$ cat src/rtl/pwm_ramp_pkg.sv
// Shared constants for the PWM ramp controller: register map, CTRL bit layout, widths.
package pwm_ramp_pkg;

  localparam int CW_DEFAULT = 25;
  localparam int AVS_DW     = 32;
  localparam int MIN_PERIOD = 2;

  typedef enum logic [1:0] {
    REG_PERIOD = 2'd0,
    REG_TARGET = 2'd1,
    REG_STEP   = 2'd2,
    REG_CTRL   = 2'd3
  } reg_addr_e;

  localparam int CTRL_ENABLE    = 0;
  localparam int CTRL_BUSY      = 1;
  localparam int CTRL_WDOG_TRIP = 2;

endpackage

$ cat src/rtl/pwm_frame_timer.sv
// Free-running frame counter 0..period-1; frame_tick marks the last cycle of each frame.
module pwm_frame_timer #(
  parameter int W = 26
) (
  input  logic         clk,
  input  logic         async_reset,
  input  logic [W-1:0] period,
  output logic         frame_tick
);

  logic [W-1:0] frame_cnt;

  // >= rather than == so a counter past the end can never run away
  assign frame_tick = (frame_cnt >= period - W'(1));

  always_ff @(posedge clk or negedge async_reset) begin
    if (!async_reset)    frame_cnt <= '0;
    else if (frame_tick) frame_cnt <= '0;
    else                 frame_cnt <= frame_cnt + W'(1);
  end

endmodule

$ cat src/rtl/pwm_ramp_ctrl.sv
// Avalon-MM register block that slews the PWM high time toward a target once per frame.
// Optional failsafe watchdog enabled by defining PWM_RAMP_WATCHDOG_EN.
module pwm_ramp_ctrl
  import pwm_ramp_pkg::*;
#(
  parameter int COUNTER_WIDTH  = CW_DEFAULT,
  parameter int DEFAULT_PERIOD = 1000000
`ifdef PWM_RAMP_WATCHDOG_EN
  ,
  parameter int WDOG_FRAMES    = 50,
  parameter int SAFE_HIGH      = 75000
`endif
) (
  input  logic                     clk,
  input  logic                     async_reset,
  input  logic [1:0]               avs_address,
  input  logic                     avs_write,
  input  logic [AVS_DW-1:0]        avs_writedata,
  input  logic                     avs_read,
  output logic [AVS_DW-1:0]        avs_readdata,
  output logic [COUNTER_WIDTH:0]   divider_out,
  output logic [COUNTER_WIDTH:0]   high_time_out,
  output logic                     frame_tick,
  output logic                     busy
);

  localparam int W = COUNTER_WIDTH + 1;

  reg_addr_e    addr;
  logic [W-1:0] wd;
  logic         unused_wdata;
  logic         wr_period, wr_target, wr_step, wr_ctrl;

  assign addr         = reg_addr_e'(avs_address);
  assign wd           = avs_writedata[W-1:0];
  assign unused_wdata = ^avs_writedata[AVS_DW-1:W];
  assign wr_period    = avs_write && (addr == REG_PERIOD);
  assign wr_target    = avs_write && (addr == REG_TARGET);
  assign wr_step      = avs_write && (addr == REG_STEP);
  assign wr_ctrl      = avs_write && (addr == REG_CTRL);

  logic [W-1:0] period_reg, target_reg, step_reg;
  logic         enable, en_nxt, wdog_trip;

  always_ff @(posedge clk or negedge async_reset) begin
    if (!async_reset) begin
      period_reg <= W'(DEFAULT_PERIOD);
      step_reg   <= '0;
      enable     <= 1'b0;
    end else begin
      if (wr_period) period_reg <= (wd < W'(MIN_PERIOD)) ? W'(MIN_PERIOD) : wd;
      if (wr_step)   step_reg   <= wd;
      if (wr_ctrl)   enable     <= avs_writedata[CTRL_ENABLE];
    end
  end

`ifdef PWM_RAMP_WATCHDOG_EN
  localparam int WDW = $clog2(WDOG_FRAMES + 1);

  logic [WDW-1:0] wdog_cnt;
  logic           wdog_fire;

  // a TARGET write in the expiring frame wins over the failsafe
  assign wdog_fire = frame_tick && !wr_target && (wdog_cnt == WDW'(WDOG_FRAMES - 1));

  always_ff @(posedge clk or negedge async_reset) begin
    if (!async_reset) begin
      wdog_cnt  <= '0;
      wdog_trip <= 1'b0;
    end else if (wr_target) begin
      wdog_cnt  <= '0;
      wdog_trip <= 1'b0;
    end else if (wdog_fire) begin
      wdog_cnt  <= '0;
      wdog_trip <= 1'b1;
    end else if (frame_tick) begin
      wdog_cnt  <= wdog_cnt + WDW'(1);
    end
  end

  always_ff @(posedge clk or negedge async_reset) begin
    if (!async_reset)   target_reg <= '0;
    else if (wr_target) target_reg <= wd;
    else if (wdog_fire) target_reg <= W'(SAFE_HIGH);
  end
`else
  assign wdog_trip = 1'b0;

  always_ff @(posedge clk or negedge async_reset) begin
    if (!async_reset)   target_reg <= '0;
    else if (wr_target) target_reg <= wd;
  end
`endif

  pwm_frame_timer #(.W(W)) u_timer (
    .clk         (clk),
    .async_reset (async_reset),
    .period      (divider_out),
    .frame_tick  (frame_tick)
  );

  always_ff @(posedge clk or negedge async_reset) begin
    if (!async_reset)    divider_out <= W'(DEFAULT_PERIOD);
    else if (frame_tick) divider_out <= period_reg;
  end

  // Slew datapath: one extra bit so sums and differences never wrap
  logic [W-1:0] tgt_clamp, high_nxt;
  logic [W:0]   hi_x, tgt_x, stp_x, per_x, gap, slew;

  assign tgt_clamp = (target_reg < period_reg) ? target_reg : period_reg;

  always_comb begin
    hi_x  = {1'b0, high_time_out};
    tgt_x = {1'b0, tgt_clamp};
    stp_x = {1'b0, step_reg};
    per_x = {1'b0, period_reg};
    gap   = (tgt_x >= hi_x) ? (tgt_x - hi_x) : (hi_x - tgt_x);
    if (stp_x == '0 || stp_x >= gap) slew = tgt_x;
    else if (tgt_x > hi_x)           slew = hi_x + stp_x;
    else                             slew = hi_x - stp_x;
    // a shrinking period pulls the high time down in the same update
    high_nxt = (slew > per_x) ? period_reg : slew[W-1:0];
  end

  // disabling takes effect on the write edge, not at the frame boundary
  assign en_nxt = wr_ctrl ? avs_writedata[CTRL_ENABLE] : enable;

  always_ff @(posedge clk or negedge async_reset) begin
    if (!async_reset)    high_time_out <= '0;
    else if (!en_nxt)    high_time_out <= '0;
    else if (frame_tick) high_time_out <= enable ? high_nxt : '0;
  end

  assign busy = (high_time_out != tgt_clamp);

  logic [AVS_DW-1:0] rd_mux;

  always_comb begin
    rd_mux = '0;
    case (addr)
      REG_PERIOD: rd_mux[W-1:0] = period_reg;
      REG_TARGET: rd_mux[W-1:0] = target_reg;
      REG_STEP:   rd_mux[W-1:0] = step_reg;
      REG_CTRL: begin
        rd_mux[CTRL_ENABLE]    = enable;
        rd_mux[CTRL_BUSY]      = busy;
        rd_mux[CTRL_WDOG_TRIP] = wdog_trip;
      end
      default:    rd_mux = '0;
    endcase
  end

  always_ff @(posedge clk or negedge async_reset) begin
    if (!async_reset)  avs_readdata <= '0;
    else if (avs_read) avs_readdata <= rd_mux;
  end

endmodule

$ cat config.mk
export PLATFORM = sky130hd
export DESIGN_NAME = pwm_ramp_ctrl
export DESIGN_NICKNAME = d
export VERILOG_FILES = /design/src/rtl/pwm_ramp_pkg.sv /design/src/rtl/pwm_frame_timer.sv /design/src/rtl/pwm_ramp_ctrl.sv
export SDC_FILE = /design/constraint.sdc
export NUM_CORES = 1
export LEC_CHECK = 0
export ABC_AREA = 1
export BUFFER_PORTS_ARGS = -buffer_cell sky130_fd_sc_hd__buf_2
export CAP_MARGIN = 20
export CELL_PAD_IN_SITES_DETAIL_PLACEMENT = 0
export CELL_PAD_IN_SITES_GLOBAL_PLACEMENT = 1
export CORE_AREA = 10 10 214 216
export CTS_BUF_LIST = sky130_fd_sc_hd__clkbuf_2
export DETAILED_ROUTE_END_ITERATION = 6
export DIE_AREA = 0 0 224 226
export PLACE_DENSITY_LB_ADDON = 0.1
export SKIP_LAST_GASP = 1
export SLEW_MARGIN = 0
export SYNTH_ARGS = -nofsm -noshare
export SYNTH_HDL_FRONTEND = slang
export SYNTH_SLANG_ARGS = --single-unit
$ cat constraint.sdc
create_clock -name clk -period 9.9 [get_ports clk]
set_input_delay 2.475 -clock clk [delete_from_list [all_inputs] [get_ports clk]]
set_output_delay 2.475 -clock clk [all_outputs]
set_load 0.01 [all_outputs]
==> metrics.md <==
| Metric | Value |
|---|---|
| Clk root buf | clkbuf_2 |
| Drt drc | 0 |
| Routability cong. | 0.899 |
| Worst setup SP type | flop |
| Max cap viols | 0 |
| Asr flop ratio synth | 100% |
| Arrival @ worst endpoint | 9.94 ns |
| FMAX | 109 MHz |
| Clock Path Buffers | 2 |
| Die area | 50600 sq um |
| Clk slew on worst S/H paths | 0.34 ns |
| Clk_skew | 0.0647 ns |
| Setup TNS Final | 0 ns |
| Flop pwr share | 17.2% |
| PwrDens | 290 nW/um^2 |
| Hold WC Path Type | reg2reg |
| Slowest stage delay, CP | 0.60 ns |
| Final period utilization | 92.8% |
| Switching Fraction | 55.9% |
| Cell taking the most area after synthesis | dfrtp_1 |
| GRT Total Usage | 23.5% |
| Critical Path RT | 10.65 ns |
| Synth top area share | 25.7% |
| Vias/cell | 5.18 |
| RSZ-0062 raised after global routing | no |
| Library cells used by synthesis | 57 |
| Total wire length | 59.4 mm |
| Fillers | 4521 |
| Synth area leaders | dfrtp_1 (26%), nand2_1 (16%), ha_1 (14%) |
| Worst vdd rail ir drop | 0.270 mV |
| Gr ovfl total | 0 |
| WL/cell | 19.1 um |
| Type of the worst setup path | reg2reg |
| Clk_lat worst skew | 0.87 ns |
| Post-CTS Repair Setup Buffers | 0 |
| CTS HTree Levels | 4 |
| Die Y-Extent | 226 um |
| Fin. Hold Viols | 0 |
| Die width | 224 um |
| CTS tree | done |
| Initial antenna violation count | 2 |
| Slowest library cell on the worst path | dfstp_2 |
| Cells after synthesis | 2433 |
| Vias in the first global route | 15100 |
| Max Slew Vio Count | 0 |
| Crit end category | flop |
| Slew HR | 28.6% |
| Share of layout cells above drive strength 1 | 9.51% |
| Fin crit period | 9.19 ns |
| DRT Pass-1 Iters | 5 |
| Worst Tran Pin Value | 1.06 ns |
| Syn Area/Cell | 6.77 sq um |
| Share of total power in combinational logic | 75.4% |
| Synth Warn # | 0 |
| Commonest non-fill, non-tap cells in the layout | nand2_1 (709), inv_1 (318), o21ai_0 (238) |
| # rows | 75 |
| Final ANT Viol Nets | 0 |
| Setup violators final | 0 |
| Leakage power | 9.77 nW |
| CTS sink cnt | 183 |
| Initial DRC Count | 1123 |
| TritonCTS Buffers | 17 |
| Post-DP HPWL | 48.7 mm |
| DR vias | 16200 |
| Reg2reg start | period_reg[19] |
| Psw | 2.95 mW |
| Area Overhead vs Synth | 10.1% |
| Largest net degree at the start of global routing | 114 |
| Worst Setup SP | period_reg[19] |
| I/O Buffers | 111 |
| Status | finished clean |
| Clock power share | 7.4% |
| Register area share after synthesis | 27.9% |
| Placeable Area | 41600 sq um |
| #FFs+latches synth | 183 |
| Cell Area, Synth | 16500 sq um |
| Internal power | 2.32 mW |
| CP Max Fanout | 52 |
| Pre-CTS setup slack | 0.755 ns |
| Worst setup margin | 0.712 ns |
| Starting Density | 39.6% |
| Nets | 2790 |
| I/O pin count | 124 |
| First-pass GRT wire length | 91.8 mm |
| Post-synth EDFFs | 0 |
| Most used cell, CP | nand2_1 |
| Most common cell after layout, fill and taps aside | nand2_1 |
| Worst Hold Launch | period_reg[16] |
| Top FF cell, synth | dfrtp_1 |
[Yosys cell counts, types with 4 or more instances]
library cell and n:
nand2_1 710, inv_1 318, o21ai_0 244, ha_1 185, nor2_1 173, dfrtp_1 169
a21oi_1 161, nand3_1 125, xor2_1 75, clkbuf_1 39, nor3_1 30, xnor2_1 25
nand4_1 17, nor4_1 17, dfstp_2 14, buf_2 10, buf_4 10, o21bai_1 8
nand3b_1 7, o21a_1 7, a211oi_1 6, o211ai_1 6, a21o_1 5, a221oi_1 5
inv_2 5, a31oi_1 4, buf_6 4, o2111ai_1 4, o31ai_1 4
[area by class of cell]
cell class / count / area (sq um) / share of cell area (%)
inverters: 328 / 1240 / 6.83
well taps: 539 / 674 / 3.72
diodes: 2 / 5.00 / 0.0276
multi-input cells: 1861 / 10300 / 57.0
clock buffers: 19 / 95.1 / 0.525
clock inverters: 13 / 121 / 0.670
flip-flops and latches: 183 / 4600 / 25.4
repair buffers: 173 / 1060 / 5.84
[routing by layer]
metal,track usage (%),wire (um),vias to the layer above
li1,-,-,8141
met1,32.9,28600,7580
met2,38.5,27300,395
met3,2.96,2660,47
met4,3.73,826,0
met5,0,0,-
[worst max-delay path: cells and delay by family, from the launching register on]
kind            cells  cell delay (ns)
simple gates       36             4.98
buf+inv            10             1.43
fa+ha+maj           4             1.28
compound gates      3             0.66
flops               1             0.60
xor+xnor            1             0.15
[power groups by stage]
stage	Clock (mW)	Sequential [mW]	Combinational, mW
2_1_floorplan	0	0.888	2.78
3_3_place_gp	0	0.917	3.89
3_5_place_dp	0	0.918	3.92
4_1_cts	0.404	0.905	3.95
5_1_grt	0.435	0.913	4.49
6_report	0.390	0.905	3.97
[through the flow]
stage	std cells	utilization (%)	hold slack [ns]	area, sq um	power, mW
floorplan	2438	-	0.453	16500	3.67
global placement	3084	43.1	0.461	17900	4.80
detailed placement	3084	43.1	0.468	17900	4.84
CTS	3116	43.6	0.499	18100	5.25
global route	3117	43.6	0.512	18100	5.84
finish	3118	43.6	0.471	18100	5.26
[final timing paths]
path / cells past startpoint / slack, ns / end
max: 54 / 0.71 / high_time_out[17]
min: 2 / 0.47 / divider_out[16]
max reg2reg: 54 / 0.71 / high_time_out[17]
min reg2reg: 2 / 0.47 / divider_out[16]
max in group asynchronous: 2 / 6.59 / step_reg[13]
min in group asynchronous: 1 / 1.70 / avs_readdata[9]
[cell families (layout without fill, tap and decap cells)]
family | Yosys count | after routing | share of synthesized area [%]
simple gates | 1100 | 1100 | 27.5
flops | 183 | 183 | 27.9
compound gates | 465 | 465 | 15.1
other cells | 1 | 8 | 0.0228
fa+ha+maj | 188 | 188 | 14.4
mux | 2 | 2 | 0.122
buf+inv | 394 | 533 | 9.52
xor+xnor | 100 | 100 | 5.32
[repair_timing]
item / 4_1_cts / 5_1_grt
gates resized for setup: 0 / 7
hold buffers: 0 / 0
endpoints found under the setup margin: 0 / 26
(Power assumes the default switching activity.)
